File: src/rtl/hamming_encoder_stream.sv
// Streaming Hamming(12,8) encoder feeding a 2-entry codeword queue.
// Codeword layout matches the team's 12-bit Hamming decoder.
module hamming_encoder_stream #(
  parameter int CNT_W     = 16,
  parameter bit INJECT_EN = 1'b1
) (
  input  logic             clk,
  input  logic             rst,
  input  logic [7:0]       in_data,
  input  logic             in_valid,
  output logic             in_ready,
  input  logic [11:0]      inj_mask,
  output logic [11:0]      out_code,
  output logic             out_valid,
  input  logic             out_ready,
  output logic [CNT_W-1:0] word_count
);

  function automatic logic [11:0] encode(
    input logic [7:0] d
  );
    logic [11:0] c;
    c     = '0;
    c[2]  = d[0];
    c[4]  = d[1];
    c[5]  = d[2];
    c[6]  = d[3];
    c[8]  = d[4];
    c[9]  = d[5];
    c[10] = d[6];
    c[11] = d[7];
    c[0]  = d[0] ^ d[1] ^ d[3] ^ d[4] ^ d[6];
    c[1]  = d[0] ^ d[2] ^ d[3] ^ d[5] ^ d[6];
    c[3]  = d[1] ^ d[2] ^ d[3] ^ d[7];
    c[7]  = d[4] ^ d[5] ^ d[6] ^ d[7];
    return c;
  endfunction

  logic [11:0] mem [2];
  logic        head;
  logic        tail;
  logic [1:0]  count;
  logic        accept;
  logic        deliver;
  logic [11:0] mask_eff;
  logic [11:0] code_in;

  assign in_ready  = (count != 2'd2);
  assign out_valid = (count != 2'd0);
  assign out_code  = mem[head];

  assign accept   = in_valid & in_ready;
  assign deliver  = out_valid & out_ready;
  assign mask_eff = INJECT_EN ? inj_mask : 12'h000;
  assign code_in  = encode(in_data) ^ mask_eff;

  // Only the head slot is cleared so out_code reads zero when empty.
  always_ff @(posedge clk) begin
    if (rst) begin
      head       <= 1'b0;
      tail       <= 1'b0;
      count      <= 2'd0;
      word_count <= '0;
      mem[0]     <= 12'h000;
    end else begin
      if (accept) begin
        mem[tail] <= code_in;
        tail      <= ~tail;
      end
      if (deliver) begin
        head       <= ~head;
        word_count <= word_count + CNT_W'(1);
      end
      unique case ({accept, deliver})
        2'b10:   count <= count + 2'd1;
        2'b01:   count <= count - 2'd1;
        default: count <= count;
      endcase
    end
  end

endmodule

File: config.mk
export PLATFORM = sky130hd
export DESIGN_NAME = hamming_encoder_stream
export DESIGN_NICKNAME = d
export VERILOG_FILES = /design/src/rtl/hamming_encoder_stream.sv
export SDC_FILE = /design/constraint.sdc
export NUM_CORES = 1
export LEC_CHECK = 0
export ABC_CLOCK_PERIOD_IN_PS = 2100
export BUFFER_PORTS_ARGS = -buffer_cell sky130_fd_sc_hd__buf_2
export CAP_MARGIN = 20
export CORE_ASPECT_RATIO = 1.75
export CORE_MARGIN = 2
export CORE_UTILIZATION = 47
export DETAILED_ROUTE_END_ITERATION = 8
export PLACE_DENSITY = 0.82
export REMOVE_ABC_BUFFERS = 1
export SYNTH_ARGS = -nofsm -noshare
export SYNTH_HDL_FRONTEND = slang
export SYNTH_SLANG_ARGS = --single-unit
export TNS_END_PERCENT = 100
File: constraint.sdc
create_clock -name clk -period 2.1 [get_ports clk]
set_clock_uncertainty 0.15 [all_clocks]
set_input_delay 0.21 -clock clk [delete_from_list [all_inputs] [get_ports clk]]
set_output_delay 0.21 -clock clk [all_outputs]
set_load 0.01 [all_outputs]
Yosys cells after proc, flatten, opt, wreduce, memory -nomap -nowiden
Memory sizes are Yosys's and may differ from the RTL's. A register that Yosys moved wholly into a read port is not among the register bits.
Cells that the tools add are included.
W data, S select, Z words.

storage, ports and cells
  memories kept = 1
  bits in latches = 0
  bits in writable memories = 24
  input bits = 24
  memory bits (read-only) = 0
  output and inout bits = 30
  word-level logic and storage cells = 44
  register bits = 20

operators by class
  bitwise gates (word level) = 19
  divide/modulo/power cells = 0
  $mul = 0
  multiplexer cells = 11
  eq/ne operators = 3
  reduce and logical (&&, ||, !) cells = 3
  shift-type cells = 0
  $lt $le $gt $ge = 0
  add/sub/neg operators = 3

memories
  memory  words  width  rd ports  clocked after Yosys merged registers in  write ports  RTL line  source
  mem     2      12     1         1                                        1            39        logic [11:0] mem [2];

operators with widths
  kind                     count
  $add A16 B1 Y16 const B  1
  $xor A1 B1 Y1            14
  $mux W12                 1
  $reduce_or A12 Y1        1
  $xor A12 B12 Y12         1
  $mux W1                  9
  $pmux W2 S2              1
  $reduce_bool A2 Y1       2
  $add A2 B1 Y2 const B    1
  $and A1 B1 Y1            2
  $eq A2 B1 Y1 const B     1
  $eq A2 B2 Y1 const B     1
  $ne A2 B2 Y1 const B     1
  $not A1 Y1               2
  $sub A2 B1 Y2 const B    1

Longest topological paths before layout
  word-level depth = 7
  depth in mapped cells = 7
  depth with buffers taken out = 6

Worst setup path after synthesis
Ideal clock, no wire load.

  path kind = register -> register
  start = register count[0]
  end = memory mem[1][0] (enable)
  cell stages (with the launch flop) = 7
  setup slack = -0.192 ns
  data required time = 1.570 ns
  setup time = 0.380 ns
  clock period less this slack = 2.292 ns
  arrival time = 1.761 ns
  path buffers = 2
  cells stage by stage = dfxtp_1 -> buf_4 -> or2b_1 -> nand2_1 -> or2_2 -> clkbuf_1 -> nor2_1

between the ends
  cells in the longest elaborated chain, start to end = 7
  elaborated cells on any way between the ends = 8
  classes of those cells = 1 x eq/ne; 5 x mux; 1 x bitwise; 1 x reduce/logical

RTL lines
  item                             RTL line  source
  from (decl)                      42        logic [1:0] count;
  from (signal assigned)           75        2'b10: count <= count + 2'd1;
  from (signal assigned)           76        2'b01: count <= count - 2'd1;
  from (signal assigned)           77        default: count <= count;
  $ne A2 B2 Y1 *                   48        assign in_ready = (count != 2'd2);
  net in_ready                     11        output logic in_ready,
  $and A1 B1 Y1 *                  52        assign accept = in_valid & in_ready;
  $mux W1 *                        66        if (accept) begin
  $mux W1 *                        59        if (rst) begin
  $mux W1 (implied by the code) *  67        mem[tail] <= code_in;
  $reduce_or A12 Y1 (no line)      -
  $mux W1 (no line)                -
  to (decl)                        39

Mark *: on every way through the listed nets, which the timed path passes. The rest lies on a longest branch.

Worst setup path after layout
  start = register count[1]
  end = register count[1]

between the ends
  cells in the longest elaborated chain, start to end = 4
  elaborated cells on any way between the ends = 10
  classes of those cells = 2 x add/sub; 3 x eq/ne; 1 x mux; 2 x bitwise; 2 x reduce/logical

RTL lines
  item                                                RTL line  source
  $ne A2 B2 Y1 or $reduce_bool A2 Y1 (tied branches)  48, 49
  $and A1 B1 Y1 (on tied branches)                    52, 53
  $eq A2 B1 Y1 or $eq A2 B2 Y1 (tied branches)        74        unique case ({accept, deliver})
  $pmux W2 S2 or $reduce_bool A2 Y1 (tied branches)   -

Several ways; a longest one is shown, not always the timed one.
A chain may end at the register's enable or synchronous reset.

==> impl_results.html <==
<table>
<tr><th>Metric</th><th>Value</th></tr>
<tr><th colspan="2">Worst setup path</th></tr>
<tr><td>Startpoint of the worst setup timing path</td><td>count[1]</td></tr>
<tr><td>Critical Path Fanout Max</td><td>7</td></tr>
<tr><td>Category of the worst setup path capture point</td><td>register</td></tr>
<tr><td>Crit-path max cell delay</td><td>0.46 ns</td></tr>
<tr><td>Path depth of the worst reg2reg path</td><td>5</td></tr>
<tr><td>CP Launch Type</td><td>register</td></tr>
<tr><td>Crit path capture</td><td>count[1]</td></tr>
<tr><td>Worst reg-to-reg setup slack</td><td>0.20 ns</td></tr>
<tr><td>Critical path start-end classification</td><td>register to register</td></tr>
<tr><td>Crit Reg-Reg Startpoint</td><td>count[1]</td></tr>
<tr><td>Worst EP arrival</td><td>1.98 ns</td></tr>
<tr><td>Worst-path cell with the longest stage delay</td><td>sky130_fd_sc_hd__or3_2</td></tr>
<tr><td>Worst-path cell chain</td><td>or2b_1 -&gt; nand2_1 -&gt; ha_1 -&gt; or3_2 -&gt; a21oi_1</td></tr>
<tr><td>Crit Reg-Reg Endpoint</td><td>count[1]</td></tr>
<tr><td>CP Data Required Time</td><td>2.18 ns</td></tr>
<tr><th colspan="2">Clock network</th></tr>
<tr><td>CTS buffer count</td><td>5</td></tr>
<tr><td>Count of cells resized by post-cts repair</td><td>0</td></tr>
<tr><td>Buffers from clock root to sink, at most</td><td>2</td></tr>
<tr><td>Clock transition at the register clock pins on the worst setup and hold paths after CTS</td><td>0.08 ns</td></tr>
<tr><td>Setup repair bufs after CTS</td><td>0</td></tr>
<tr><td>CTS HTree Levels</td><td>2</td></tr>
<tr><td>Count of hold buffers inserted by post-cts repair</td><td>1</td></tr>
<tr><td>Root buffer cell</td><td>sky130_fd_sc_hd__clkbuf_8</td></tr>
<tr><td>Number of sinks handled by clock tree synthesis</td><td>45</td></tr>
<tr><td>Clock tree from TritonCTS</td><td>yes</td></tr>
<tr><td>Insertion delay to the later sink of the worst-skew pair</td><td>0.29 ns</td></tr>
<tr><th colspan="2">Timing</th></tr>
<tr><td>Slew Viols, Final</td><td>0</td></tr>
<tr><td>Setup repair after global routing missed its margin</td><td>no</td></tr>
<tr><td>Worst-case headroom to the max-slew limit</td><td>0.635</td></tr>
<tr><td>Setup_tns</td><td>0 ns</td></tr>
<tr><td>Least-Margin Pin Slew</td><td>0.546 ns</td></tr>
<tr><td>Highest attainable clock frequency</td><td>0.526 GHz</td></tr>
<tr><td>Final worst-path cycle share</td><td>0.906</td></tr>
<tr><td>Setup violations, final</td><td>0</td></tr>
<tr><td>Number of hold violations in the final report</td><td>0</td></tr>
<tr><td>Clock period minus worst slack</td><td>1.90 ns</td></tr>
<tr><th colspan="2">Synth</th></tr>
<tr><td>EDFF count, synth</td><td>24</td></tr>
<tr><td>Share of synthesized registers carrying an async set or reset</td><td>0</td></tr>
<tr><td>Largest cells by area after synthesis</td><td>sky130_fd_sc_hd__edfxtp_1 35%, sky130_fd_sc_hd__dfxtp_1 20%, sky130_fd_sc_hd__xnor2_1 12%</td></tr>
<tr><td>Synthesized cell area</td><td>2080 um^2</td></tr>
<tr><td>Gate count of the mapped netlist</td><td>182</td></tr>
<tr><td>Unique masters post-synth</td><td>35</td></tr>
<tr><td>Yosys warns</td><td>0</td></tr>
<tr><td>Synth area leader</td><td>sky130_fd_sc_hd__edfxtp_1</td></tr>
<tr><td>Register bit count reported by yosys</td><td>45</td></tr>
<tr><td>Fraction of synthesized cell area taken by the top area cell type</td><td>0.347</td></tr>
<tr><td>Register area share after synthesis</td><td>0.549</td></tr>
<tr><td>Primary FF master, synth</td><td>sky130_fd_sc_hd__edfxtp_1</td></tr>
<tr><td>Mapped Avg Cell Area</td><td>11.4 um^2</td></tr>
<tr><th colspan="2">Floorplanning</th></tr>
<tr><td>Die Wd</td><td>54.3 um</td></tr>
<tr><td>Std-Cell Rows</td><td>32</td></tr>
<tr><td>Die area</td><td>4990 um^2</td></tr>
<tr><td>Area of the core region</td><td>4320 um^2</td></tr>
<tr><td>Starting density of the core</td><td>0.481</td></tr>
<tr><td>Ports</td><td>54</td></tr>
<tr><td>Vert. Die Dim</td><td>92.0 um</td></tr>
<tr><th colspan="2">Job</th></tr>
<tr><td>Number of max-cap violations</td><td>0</td></tr>
<tr><th colspan="2">Global route</th></tr>
<tr><td>GRT overflow</td><td>0</td></tr>
<tr><td>Antenna violations before repair</td><td>0</td></tr>
<tr><td>Via count of the first global-routing pass</td><td>1460</td></tr>
<tr><td>Wire length of the first global-routing pass</td><td>6.40 mm</td></tr>
<tr><td>Maximum number of pins on one net before global-route repair</td><td>21</td></tr>
<tr><td>Total routing resource utilization after global routing</td><td>0.178</td></tr>
<tr><th colspan="2">Route</th></tr>
<tr><td>Final Routed Wirelength</td><td>3.95 mm</td></tr>
<tr><td>Detailed-route via count</td><td>1495</td></tr>
<tr><td>Iteration count of the initial detailed-routing pass</td><td>4</td></tr>
<tr><td>DR WL/cell</td><td>13.5 um</td></tr>
<tr><td>DRC violation count after routing</td><td>0</td></tr>
<tr><td>DR iter-0 viols</td><td>15</td></tr>
<tr><td>Via-to-Cell Ratio</td><td>5.10</td></tr>
<tr><td>Number of antenna-violating nets in the routed design</td><td>0</td></tr>
<tr><th colspan="2">Final layout</th></tr>
<tr><td>Area added between synthesis and finish</td><td>21.3%</td></tr>
<tr><td>Final standard cell area without fillers</td><td>2520 um^2</td></tr>
<tr><td>Final nets</td><td>267</td></tr>
<tr><td># diodes</td><td>0</td></tr>
<tr><td>Share of final-layout standard cells stronger than drive strength 1</td><td>0.347</td></tr>
<tr><th colspan="2">Placement</th></tr>
<tr><td>Final weighted congestion in routability-driven placement</td><td>0.776</td></tr>
<tr><td>Placed wire-length estimate</td><td>3.00 mm</td></tr>
<tr><td>Number of I/O port buffers</td><td>53</td></tr>
<tr><td>Area after detailed placement</td><td>2410 um^2</td></tr>
<tr><th colspan="2">Pwr</th></tr>
<tr><td>Pwr dens</td><td>940 nW/um^2</td></tr>
<tr><td>Power Total</td><td>2.37 mW</td></tr>
<tr><td>Max rail drop VDD</td><td>0.000737 V</td></tr>
<tr><td>Leakage power total</td><td>1.01 nW</td></tr>
<tr><th colspan="2">Run status</th></tr>
<tr><td>Run status</td><td>completed</td></tr>
<tr><th colspan="2">Hold path</th></tr>
<tr><td>Hold/Removal Path Class</td><td>input pin to register</td></tr>
<tr><td>Hold-critical path depth</td><td>3</td></tr>
</table>
-- stage by stage --
step,util,setup slack [ns],hold WS (ns),std cells
CTS,0.583,0.181,0.134,293
global placement,0.558,0.266,0.292,284
floorplan,-,-0.0958,0.129,175
finish,0.583,0.197,0.144,293
global route,0.583,0.0567,0.154,293
detailed placement,0.558,0.195,0.291,284
-- sequential cells by signal, indices dropped and copies added (netlist names), named ones only --
register / flops
mem: 24
word_count: 16
count: 2
head: 1
tail: 1
-- power by group --
part / switching [mW] / internal (mW) / leakage, nW
logic: 0.310 / 0.351 / 0.546
clock network: 0.284 / 0.267 / 0.0512
registers: 0.0966 / 1.06 / 0.411
-- cell families (layout without fill, tap and decap cells) --
group | after synthesis | in the layout | share of synthesized area
flip-flops | 45 | 45 | 0.549
AND/OR/NAND/NOR | 57 | 57 | 0.135
adder cells (fa/ha/maj) | 2 | 2 | 0.0120
buffers and inverters | 10 | 70 | 0.0205
AO/OA/AOI/OAI | 18 | 18 | 0.0572
multiplexers | 13 | 13 | 0.0698
XOR/XNOR | 37 | 37 | 0.156
-- cell usage in the layout, fill, tap and decap left out, types with 2 or more instances in the layout --
master	count
sky130_fd_sc_hd__or4_1	4
sky130_fd_sc_hd__buf_2	53
sky130_fd_sc_hd__nor2_1	27
sky130_fd_sc_hd__mux2_2	12
sky130_fd_sc_hd__edfxtp_1	24
sky130_fd_sc_hd__xor2_1	8
sky130_fd_sc_hd__nand4_1	2
sky130_fd_sc_hd__or2_2	2
sky130_fd_sc_hd__o31ai_1	4
sky130_fd_sc_hd__dfxtp_1	21
sky130_fd_sc_hd__ha_1	2
sky130_fd_sc_hd__nand3_1	4
sky130_fd_sc_hd__xnor2_1	29
sky130_fd_sc_hd__a21oi_1	7
sky130_fd_sc_hd__buf_4	5
sky130_fd_sc_hd__nand2_1	7
sky130_fd_sc_hd__clkbuf_8	6
sky130_fd_sc_hd__inv_1	3
sky130_fd_sc_hd__o21ai_0	3
sky130_fd_sc_hd__or3_1	2
-- cell usage after synthesis, types with 3 or more instances --
library cell               count
sky130_fd_sc_hd__clkbuf_1      4
sky130_fd_sc_hd__xnor2_1      29
sky130_fd_sc_hd__xor2_1        8
sky130_fd_sc_hd__o21ai_0       3
sky130_fd_sc_hd__inv_1         3
sky130_fd_sc_hd__mux2_2       12
sky130_fd_sc_hd__nand2_1       7
sky130_fd_sc_hd__edfxtp_1     24
sky130_fd_sc_hd__nor2_1       27
sky130_fd_sc_hd__or4_1         4
sky130_fd_sc_hd__o31ai_1       4
sky130_fd_sc_hd__nand3_1       4
sky130_fd_sc_hd__dfxtp_1      21
sky130_fd_sc_hd__a21oi_1       7
-- layer usage --
metal,part of all wire,up-vias,global-route usage
met5,0,-,0
met4,0.022,0,0.0813
met3,0.051,7,0.0391
met2,0.55,45,0.318
met1,0.37,695,0.185
li1,-,748,-
-- critical path: cells and delay by family (launching register included) --
kind	cells	cell delay [ns]
compound gates	1	0.14
fa+ha+maj	1	0.28
flops	1	0.43
simple gates	3	0.85
-- how the worst min path moves through the flow --
stage / startpoint / end
final: inj_mask[11] / mem[1][11]
after global routing: inj_mask[2] / mem[1][2]
after CTS: inj_mask[11] / mem[0][11]
after detailed placement: rst / tail
after global placement: rst / tail
after floorplan: rst / count[1]
-- cell type report --
class / count / area, um^2
Tap cell: 51 / 63.8
Inverter: 3 / 11.3
Sequential cell: 45 / 1140
Clock buffer: 6 / 82.6
Fill cell: 398 / 1800
Timing Repair Buffer: 59 / 313
Clock inverter: 2 / 13.8
Multi-Input combinational cell: 127 / 895
Note: power is estimated with default switching activity, not from simulation.
